## config.mk

```make
export PLATFORM = sky130hd
export DESIGN_NAME = uart_rx_os
export DESIGN_NICKNAME = d
export VERILOG_FILES = /design/src/rtl/uart_rx_os.sv
export SDC_FILE = /design/constraint.sdc
export NUM_CORES = 1
export LEC_CHECK = 0
export ABC_AREA = 1
export ABC_CLOCK_PERIOD_IN_PS = 3000
export CORE_ASPECT_RATIO = 0.75
export CORE_UTILIZATION = 30
export CTS_CLUSTER_SIZE = 40
export DETAILED_ROUTE_END_ITERATION = 12
export GPL_TIMING_DRIVEN = 1
export PLACE_DENSITY = 0.47
export SLEW_MARGIN = 15
export SYNTH_ARGS = -nofsm -noshare
export SYNTH_HDL_FRONTEND = slang
export SYNTH_SLANG_ARGS = --single-unit
export TNS_END_PERCENT = 20
```

## constraint.sdc

```tcl
create_clock -name clk -period 3 [get_ports clk]
set_clock_uncertainty 0.15 [all_clocks]
set_input_delay 0.3 -clock clk [delete_from_list [all_inputs] [get_ports clk]]
set_output_delay 0.3 -clock clk [all_outputs]
set_load 0.01 [all_outputs]
```

## src/rtl/uart_rx_os.sv

```systemverilog
// Oversampling UART receiver with majority vote, break detect and an
// error-tagged FWFT RX FIFO with level, threshold and idle timeout.

module sync_fifo_fwft_with_clear #(
    parameter int DEPTH = 16,
    parameter int WIDTH = 11,
    parameter int LVL_W = $clog2(DEPTH + 1)
) (
    input  logic             clk,
    input  logic             rst_n,
    input  logic             i_clear,
    input  logic             i_wr_en,
    input  logic [WIDTH-1:0] i_wr_data,
    input  logic             i_rd_en,
    output logic [WIDTH-1:0] o_rd_data,
    output logic             o_empty,
    output logic             o_full,
    output logic [LVL_W-1:0] o_level,
    output logic             o_overflow,
    output logic             o_underflow
);
    localparam int AW = $clog2(DEPTH);
    localparam logic [LVL_W-1:0] FULL_LVL = LVL_W'(DEPTH);

    logic [WIDTH-1:0] mem [DEPTH];
    logic [AW-1:0]    wr_ptr;
    logic [AW-1:0]    rd_ptr;
    logic [LVL_W-1:0] level;
    logic             wr_ok;
    logic             rd_ok;

    assign o_empty   = (level == '0);
    assign o_full    = (level == FULL_LVL);
    assign o_level   = level;
    assign o_rd_data = mem[rd_ptr];

    // clear wins over both ports in its cycle
    assign wr_ok = i_wr_en & ~o_full & ~i_clear;
    assign rd_ok = i_rd_en & ~o_empty & ~i_clear;

    always_ff @(posedge clk) begin
        if (wr_ok) mem[wr_ptr] <= i_wr_data;
    end

    always_ff @(posedge clk) begin
        if (!rst_n) begin
            wr_ptr      <= '0;
            rd_ptr      <= '0;
            level       <= '0;
            o_overflow  <= 1'b0;
            o_underflow <= 1'b0;
        end else begin
            o_overflow  <= i_wr_en & o_full & ~i_clear;
            o_underflow <= i_rd_en & o_empty & ~i_clear;
            if (i_clear) begin
                wr_ptr <= '0;
                rd_ptr <= '0;
                level  <= '0;
            end else begin
                if (wr_ok) wr_ptr <= wr_ptr + AW'(1);
                if (rd_ok) rd_ptr <= rd_ptr + AW'(1);
                unique case ({wr_ok, rd_ok})
                    2'b10:   level <= level + LVL_W'(1);
                    2'b01:   level <= level - LVL_W'(1);
                    default: level <= level;
                endcase
            end
        end
    end
endmodule

module uart_rx_os #(
    parameter int FIFO_DEPTH   = 16,
    parameter int OVERSAMPLE   = 16,
    parameter int TIMEOUT_BITS = 40,
    localparam int LVL_W = $clog2(FIFO_DEPTH + 1)
) (
    input  logic             clk,
    input  logic             rst_n,
    input  logic             i_os_tick,
    input  logic             i_uart_rx,
    input  logic [1:0]       i_data_bits,
    input  logic             i_use_parity,
    input  logic             i_parity,
    input  logic             i_stop_bits,
    input  logic [LVL_W-1:0] i_threshold,
    input  logic             i_fifo_clear,
    input  logic             i_fifo_rd_en,
    output logic [7:0]       o_fifo_rd_data,
    output logic [2:0]       o_fifo_rd_err,
    output logic             o_fifo_empty,
    output logic             o_fifo_full,
    output logic [LVL_W-1:0] o_fifo_level,
    output logic             o_threshold,
    output logic             o_timeout,
    output logic             o_overflow_error,
    output logic             o_underflow_error
);
    localparam int CNT_W  = $clog2(OVERSAMPLE);
    localparam int MID    = OVERSAMPLE / 2;
    localparam int TO_LIM = TIMEOUT_BITS * OVERSAMPLE;
    localparam int TO_W   = $clog2(TO_LIM + 1);

    typedef enum logic [2:0] {
        S_IDLE, S_START, S_DATA, S_PAR, S_STOP, S_STOP2, S_BRK
    } state_t;

    state_t state, state_nx;

    logic             rx_s1, rx_s2;
    logic             smp_a, smp_b;
    logic [CNT_W-1:0] os_cnt;
    logic             vote;
    logic             dec;
    logic             bend;
    logic [7:0]       data;
    logic [2:0]       bit_idx;
    logic             last_bit;
    logic             par_err;
    logic             frm_err;
    logic             all_zero;
    logic [1:0]       cfg_bits;
    logic             cfg_par_en;
    logic             cfg_par;
    logic             cfg_stop2;
    logic             exp_par;
    logic             start_go;
    logic             last_stop;
    logic             brk_now;
    logic             wr_vld;
    logic [10:0]      wr_word;
    logic [10:0]      head;
    logic [TO_W-1:0]  to_cnt;
    logic             to_evt;

    assign vote = (smp_a & smp_b) | (smp_a & rx_s2) | (smp_b & rx_s2);
    assign dec  = i_os_tick & (os_cnt == CNT_W'(MID + 1));
    assign bend = i_os_tick & (os_cnt == CNT_W'(OVERSAMPLE - 1));
    assign last_bit = (bit_idx == ({1'b0, cfg_bits} + 3'd4));
    assign exp_par  = ^data ^ cfg_par;

    always_ff @(posedge clk) begin
        if (!rst_n) begin
            rx_s1 <= 1'b1;
            rx_s2 <= 1'b1;
            smp_a <= 1'b1;
            smp_b <= 1'b1;
        end else begin
            rx_s1 <= i_uart_rx;
            rx_s2 <= rx_s1;
            if (i_os_tick && os_cnt == CNT_W'(MID - 1)) smp_a <= rx_s2;
            if (i_os_tick && os_cnt == CNT_W'(MID))     smp_b <= rx_s2;
        end
    end

    always_ff @(posedge clk) begin
        if (!rst_n) state <= S_IDLE;
        else        state <= state_nx;
    end

    always_comb begin
        state_nx = state;
        unique case (state)
            S_IDLE:  if (start_go) state_nx = S_START;
            S_START: begin
                if (dec && vote) state_nx = S_IDLE;
                else if (bend)   state_nx = S_DATA;
            end
            S_DATA: begin
                if (bend && last_bit)
                    state_nx = cfg_par_en ? S_PAR : S_STOP;
            end
            S_PAR:   if (bend) state_nx = S_STOP;
            S_STOP: begin
                if (last_stop)
                    state_nx = brk_now ? S_BRK : S_IDLE;
                else if (bend && cfg_stop2)
                    state_nx = S_STOP2;
            end
            S_STOP2: begin
                if (last_stop)
                    state_nx = brk_now ? S_BRK : S_IDLE;
            end
            S_BRK:   if (dec && vote) state_nx = S_IDLE;
            default: state_nx = S_IDLE;
        endcase
    end

    always_comb begin
        start_go  = (state == S_IDLE) & i_os_tick & ~rx_s2;
        last_stop = dec & (((state == S_STOP) & ~cfg_stop2)
                         | (state == S_STOP2));
        brk_now   = last_stop & all_zero & ~vote;
    end

    always_ff @(posedge clk) begin
        if (!rst_n) begin
            os_cnt <= '0;
        end else if (state_nx == S_IDLE && state != S_IDLE) begin
            os_cnt <= '0;
        end else if (state == S_IDLE) begin
            os_cnt <= start_go ? CNT_W'(1) : '0;
        end else if (i_os_tick) begin
            os_cnt <= bend ? '0 : os_cnt + CNT_W'(1);
        end
    end

    always_ff @(posedge clk) begin
        if (!rst_n) begin
            data       <= '0;
            bit_idx    <= '0;
            par_err    <= 1'b0;
            frm_err    <= 1'b0;
            all_zero   <= 1'b0;
            cfg_bits   <= '0;
            cfg_par_en <= 1'b0;
            cfg_par    <= 1'b0;
            cfg_stop2  <= 1'b0;
            wr_vld     <= 1'b0;
            wr_word    <= '0;
        end else begin
            wr_vld <= 1'b0;
            if (start_go) begin
                data       <= '0;
                bit_idx    <= '0;
                par_err    <= 1'b0;
                frm_err    <= 1'b0;
                all_zero   <= 1'b1;
                cfg_bits   <= i_data_bits;
                cfg_par_en <= i_use_parity;
                cfg_par    <= i_parity;
                cfg_stop2  <= i_stop_bits;
            end
            if (dec) begin
                unique case (state)
                    S_DATA: begin
                        data[bit_idx] <= vote;
                        all_zero      <= all_zero & ~vote;
                    end
                    S_PAR: begin
                        par_err  <= (vote != exp_par);
                        all_zero <= all_zero & ~vote;
                    end
                    S_STOP: begin
                        frm_err  <= frm_err | ~vote;
                        all_zero <= all_zero & ~vote;
                    end
                    S_STOP2: frm_err <= frm_err | ~vote;
                    default: ;
                endcase
            end
            if (bend && state == S_DATA && !last_bit)
                bit_idx <= bit_idx + 3'd1;
            // break overrides parity/frame with a fixed tag
            if (last_stop) begin
                wr_vld  <= 1'b1;
                wr_word <= brk_now ? 11'b110_0000_0000
                         : {1'b0, frm_err | ~vote, par_err, data};
            end
        end
    end

    sync_fifo_fwft_with_clear #(
        .DEPTH (FIFO_DEPTH),
        .WIDTH (11),
        .LVL_W (LVL_W)
    ) u_fifo (
        .clk         (clk),
        .rst_n       (rst_n),
        .i_clear     (i_fifo_clear),
        .i_wr_en     (wr_vld),
        .i_wr_data   (wr_word),
        .i_rd_en     (i_fifo_rd_en),
        .o_rd_data   (head),
        .o_empty     (o_fifo_empty),
        .o_full      (o_fifo_full),
        .o_level     (o_fifo_level),
        .o_overflow  (o_overflow_error),
        .o_underflow (o_underflow_error)
    );

    assign o_fifo_rd_data = head[7:0];
    assign o_fifo_rd_err  = head[10:8];

    assign to_evt = wr_vld | i_fifo_clear
                  | (i_fifo_rd_en & ~o_fifo_empty);

    always_ff @(posedge clk) begin
        if (!rst_n) begin
            to_cnt      <= '0;
            o_timeout   <= 1'b0;
            o_threshold <= 1'b0;
        end else begin
            o_threshold <= (o_fifo_level >= i_threshold);
            o_timeout   <= ~to_evt & (to_cnt == TO_W'(TO_LIM));
            if (to_evt)
                to_cnt <= '0;
            else if (i_os_tick && state == S_IDLE
                     && !o_fifo_empty && to_cnt != TO_W'(TO_LIM))
                to_cnt <= to_cnt + TO_W'(1);
        end
    end
endmodule

```

==> flow_summary.ini, run 1 <==
[placement]
portBuffers = 37
gp_congestion = 0.813
placed_cell_area_um2 = 11800
placed_cells = 1496
hpwl_mm = 16.2

[final_layout]
fin_cells = 1549
finalNetCount = 1109
drive_above_1_share = 0.0733
antenna_cells = 0
stdcell_area_um2 = 12700
syn_to_final_growth_pct = 18.6

[sta]
setup_viol = 0
rsz0062_at_grt = true
worst_pin_slew_ns = 0.770
max_slew_margin = 0.486
fin_setup_tns_ns = 0
drv_slew = 0
fmax_ghz = 0.342
hold_viol_final = 0
period_share = 0.974
finalCriticalPeriod_ns = 2.92

[clocking]
cts_root_buf = clkbuf_16
hold_buffers = 0
htreeDepth = 1
clk_latency_ns = 0.54
cts.clk_slew.worst_paths_ns = 0.06
cts_tree = yes
cts_buffers = 27
cts.sinks = 249
clockBufferDepth = 3

[floorplan]
die_w_um = 220
die_h_um = 166
initial_core_util = 0.307
ios = 38
core_area_um2 = 34900
dieArea_um2 = 36500
row_count = 59

[route]
viasPerCell = 4.66
drc = 0
ant_nets = 0
drt_iter0_drc = 416
routedWlPerCell_um = 16.7
vias = 7211
drt_pass1_iterations = 6
drt_wl_total_mm = 25.9

[yosys]
synth_top_family_by_area = compound AO/OA/AOI/OAI gates
postSynthAreaPerCell_um2 = 10.6
yosys.area_share.simple = 0.105
synthCells = 1010
syn_nets = 1047
synth-compound-area-share = 0.126
synth_area_um2 = 10700
synthAdderAreaFrac = 0.0252
ys_seq_area_frac = 0.629
yosys_warnings = 0
synth_area_leaders = edfxtp_1, dfxtp_1, nand2_1, a21oi_1, inv_1
synth-xor-area-share = 0.0147
synth_top_area_frac = 0.492
synth_seq_cells = 249
ys_types = 32
yosysTopAreaCell = edfxtp_1
muxShareOfSynthArea = 0.0410

[global_routing]
grt_max_degree = 52
busiest_layer = met2
grt_pass1_wl_mm = 40.3
grt_use_met3 = 0.0234
antenna_found_initial = 0
grt_util_met2 = 0.214
gr-total-overflow = 0
grt_use_met1 = 0.210
first_global_vias = 6987
grt_usage = 0.142

[pwr]
vdd_drop_max_mv = 0.373
p_per_area_nw_per_um2 = 540
p_total_w = 0.00687
p_leak_nw = 4.58

[run_status]
outcome = complete, no violations

[critical_path]
crit_arrival_ns = 2.47
rrSetupSlack_ns = 0.30
crit_required_ns = 2.55
r2r-end = u_fifo.o_level[4]
end_kind = output pin
endpoint = o_fifo_rd_data[0]
reg2reg_from = u_fifo.o_level[1]
rr_worst_depth = 15
crit_fanout = 19
start_kind = register
critical_path_class = register to output pin

[worst_hold_path]
hp-class = input port to register

[flow_run]
drv_cap = 0
==> area by class of cell <==
class | count | area, um2
timing repair buffer | 76 | 778
inverter | 123 | 462
clock buffer | 33 | 698
clock inverter | 16 | 124
tap | 457 | 572
multi-input combinational | 595 | 3340
fill | 3448 | 22200
sequential | 249 | 6750
==> layout by cell type, fill, tap and decap left out, drive strengths merged, types with 38 or more instances in the layout <==
master / instances
nand2: 143
a21oi: 95
edfxtp: 176
o211ai: 46
nand3: 38
inv: 121
dfxtp: 73
nor2: 61
o21ai: 88
mux2i: 44
==> cells by family (layout without fill, tap and decap cells) <==
family	count (synthesis)	after routing
DFF	249	249
muxes	44	44
xor gates and xnor gates	18	18
and+or+nand+nor	271	271
adders and majority gates	21	21
AOI/OAI and AO/OA	241	241
buffers and inverters	166	248
==> worst max-delay path, stage by stage, from the launching register on <==
cell             delay [ns]
dfxtp_4                0.42
buf_4                  0.17
clkbuf_16              0.17
o21ai_0                0.15
o21ai_0                0.11
o211ai_1               0.27
nand2_1                0.12
clkdlybuf4s50_1        0.52
==> sequential cells by signal, indices dropped and copies added, names as in the netlist, 4 cells and up, named ones only <==
name,cells
u_fifo.wr_ptr,4
to_cnt,10
u_fifo.rd_ptr,4
data,8
os_cnt,4
wr_word,11
u_fifo.o_level,5
u_fifo.mem,176
==> per-layer routing <==
| layer | share of wire | routed length (um) |
|---|---|---|
| met5 | 0 | 0 |
| met4 | 0.024 | 608 |
| met3 | 0.037 | 947 |
| met1 | 0.51 | 13100 |
| met2 | 0.43 | 11200 |
==> timing repair <==
item                       CTS  global route
resized for setup            0             7
setup endpoints to repair    0             5
buffers inserted             0             1
==> where the power goes <==
part           switching, W  internal (W)
Clock               0.00134       0.00181
Combinational     0.0000452     0.0000355
Sequential       0.00000397       0.00364
Total               0.00139       0.00549
==> synthesized netlist by cell type <==
cell,n
a211oi_1,4
o311ai_0,1
a31oi_1,3
a21oi_1,95
o31ai_1,1
nand4_1,7
nor2_4,1
o21ai_0,88
nand2_1,142
xor2_1,10
nor4_1,3
inv_1,120
nand3_1,38
buf_1,4
or2_2,2
nor2_1,60
clkinv_1,2
ha_1,20
o211ai_1,46
clkbuf_1,23
nand2_2,1
dfxtp_1,73
mux2i_1,44
fa_1,1
o21a_1,1
buf_2,16
xnor2_1,8
o21bai_1,1
inv_2,1
nor3_1,17
a21o_1,1
edfxtp_1,176
==> how the worst min path moves through the flow <==
stage,startpoint,endpoint,depth (start not counted)
final,i_uart_rx,rx_s1,2
after global routing,i_uart_rx,rx_s1,2
after CTS,i_uart_rx,rx_s1,2
after detailed placement,rx_s1,rx_s2,1
after global placement,rx_s1,rx_s2,1
after floorplan,rx_s1,rx_s2,1
==> through the flow <==
step	util	setup WS [ns]	hold WS (ns)
6_report	0.365	0.0769	0.171
5_1_grt	0.365	-0.0379	0.178
4_1_cts	0.361	0.00347	0.154
3_5_place_dp	0.338	0.311	0.254
3_3_place_gp	0.338	0.359	0.254
2_1_floorplan	-	0.407	0.243
Note: power is estimated with default switching activity, not from simulation.
==> inputs of run 2 (changes only) <==
--- a/config.mk
+++ b/config.mk
@@ -8,11 +8,11 @@
 export ABC_AREA = 1
 export ABC_CLOCK_PERIOD_IN_PS = 3000
 export CORE_ASPECT_RATIO = 0.75
-export CORE_UTILIZATION = 30
+export CORE_UTILIZATION = 46
 export CTS_CLUSTER_SIZE = 40
 export DETAILED_ROUTE_END_ITERATION = 12
 export GPL_TIMING_DRIVEN = 1
-export PLACE_DENSITY = 0.47
+export PLACE_DENSITY = 0.65
 export SLEW_MARGIN = 15
 export SYNTH_ARGS = -nofsm -noshare
 export SYNTH_HDL_FRONTEND = slang
==> flow_summary.ini, run 2 (synthesis results as in run 1) <==
[run_status]
outcome = complete, no violations

[global_routing]
antenna_found_initial = 0
first_global_vias = 6843
grt_max_degree = 45
gr-total-overflow = 0
grt_pass1_wl_mm = 37.0
grt_usage = 0.199

[floorplan]
die_w_um = 178
die_h_um = 134
ios = 38
core_area_um2 = 22900
row_count = 48
initial_core_util = 0.468
dieArea_um2 = 24000

[sta]
fin_hold_ws_ns = 0.190
setup_viol = 0
drv_slew = 0
period_share = 0.960
hold_viol_final = 0
max_slew_margin = 0.520
finalCriticalPeriod_ns = 2.88
worst_pin_slew_ns = 0.719
fmax_ghz = 0.347
rsz0062_at_grt = true

[critical_path]
start_kind = register
critical-path-max-stage-delay_ns = 0.51
worstPathCellList = clkinv_1 > buf_4 > o21ai_0 > o211ai_1 > nand2_1 > clkdlybuf4s50_1
critical_path_class = register to output pin
crit_fanout = 44
end_kind = output pin
cpMaxStageDelayCell = clkdlybuf4s50_1
crit_arrival_ns = 2.43
crit_required_ns = 2.55
rrSetupSlack_ns = 0.27

[clocking]
cts_buffers = 25
htreeDepth = 1
cts_root_buf = clkbuf_16
clockBufferDepth = 3
cts_tree = yes
cts.clk_slew.worst_paths_ns = 0.06
cts.sinks = 249
clk_latency_ns = 0.53

[final_layout]
syn_to_final_growth_pct = 16.5
mostFrequentLayoutCell = edfxtp_1
stdcell_area_um2 = 12500
reg_top3 = u_fifo.mem: 176 flops, wr_word: 11 flops, to_cnt: 10 flops
regMostFlops = u_fifo.mem
final_cell_mix = edfxtp_1, nand2_1, inv_1
drive_above_1_share = 0.0727
fillers = 1971
largest_reg_flops = 176
finalNetCount = 1105
antenna_cells = 0

[placement]
gp_congestion = 0.844
placed_cell_area_um2 = 11600
hpwl_mm = 14.8
portBuffers = 37

[route]
drt_iter0_drc = 542
routedWlPerCell_um = 16.5
drt_pass1_iterations = 5
vias = 7211
viasPerCell = 5.20
ant_nets = 0
drc = 0
drt_wl_total_mm = 22.9

[pwr]
vdd_drop_max_mv = 0.315
p_per_area_nw_per_um2 = 562
p_leak_nw = 4.50

[worst_hold_path]
hp-class = input port to register

[flow_run]
drv_cap = 0
run 2: changes by cell type in the layout (fill, tap and decap cells not counted), moves of 2 or more:
cell,delta
dlymetal6s2s_1,-4
bufinv_16,+4
clkinvlp_4,-2
clkdlybuf4s50_1,+4
clkinv_1,-3
clkbuf_16,-5
run 2: path summary, 6_finish.rpt:
kind,from,cells after the start,to
setup / recovery,register,6,o_fifo_rd_err[1]
hold reg to reg,rx_s1,1,rx_s2
setup reg to reg,u_fifo.o_level[2],15,u_fifo.o_level[4]
hold / removal,i_fifo_rd_en,3,u_fifo.o_underflow
run 2: stage by stage:
| stage | power, W | setup slack, ns | TNS (ns) | cells | utilization |
|---|---|---|---|---|---|
| 6_report | 0.00702 | 0.120 | 0 | 1386 | 0.545 |
| 5_1_grt | 0.00723 | -0.0184 | -0.0280 | 1386 | 0.545 |
| 4_1_cts | 0.00708 | 0.0391 | 0 | 1386 | 0.544 |
| 3_5_place_dp | 0.00379 | 0.259 | 0 | 1339 | 0.506 |
| 3_3_place_gp | 0.00379 | 0.354 | 0 | 1339 | 0.506 |
| 2_1_floorplan | 0.00376 | 0.407 | 0 | 1010 | - |
run 2: timing repair:
item	CTS	global route
buffers inserted	2	0
gates resized for setup	0	3
hold buffers	0	0
endpoints found under the setup margin	11	5
run 2: power by group:
group / leakage [nW] / switching, W / internal, W
logic: 1.49 / 0.0000441 / 0.0000354
clock network: 0.421 / 0.00126 / 0.00204
registers: 2.59 / 0.00000404 / 0.00364
run 2: layout make-up:
cell class | instances | area (um2) | share of cell area
clock inverters | 15 | 221 | 0.0177
flip-flops and latches | 249 | 6750 | 0.540
well taps | 300 | 375 | 0.0300
inverters | 123 | 462 | 0.0369
repair buffers | 74 | 697 | 0.0558
clock buffers | 30 | 644 | 0.0515
multi-input cells | 595 | 3350 | 0.268
run 2: worst max-delay path, delay by kind of cell (launching register included):
family	cells	cell delay (ns)
and+or+nand+nor	1	0.09
DFF	1	0.33
buffers and inverters	3	0.98
AOI/OAI and AO/OA	2	0.50
run 2: routing by layer:
layer,vias to the layer above,part of all wire,GRT usage
met2,173,0.44,0.305
met4,0,0.021,0.0541
met1,3368,0.49,0.293
li1,3631,-,-
met3,39,0.054,0.0298
met5,-,0,0
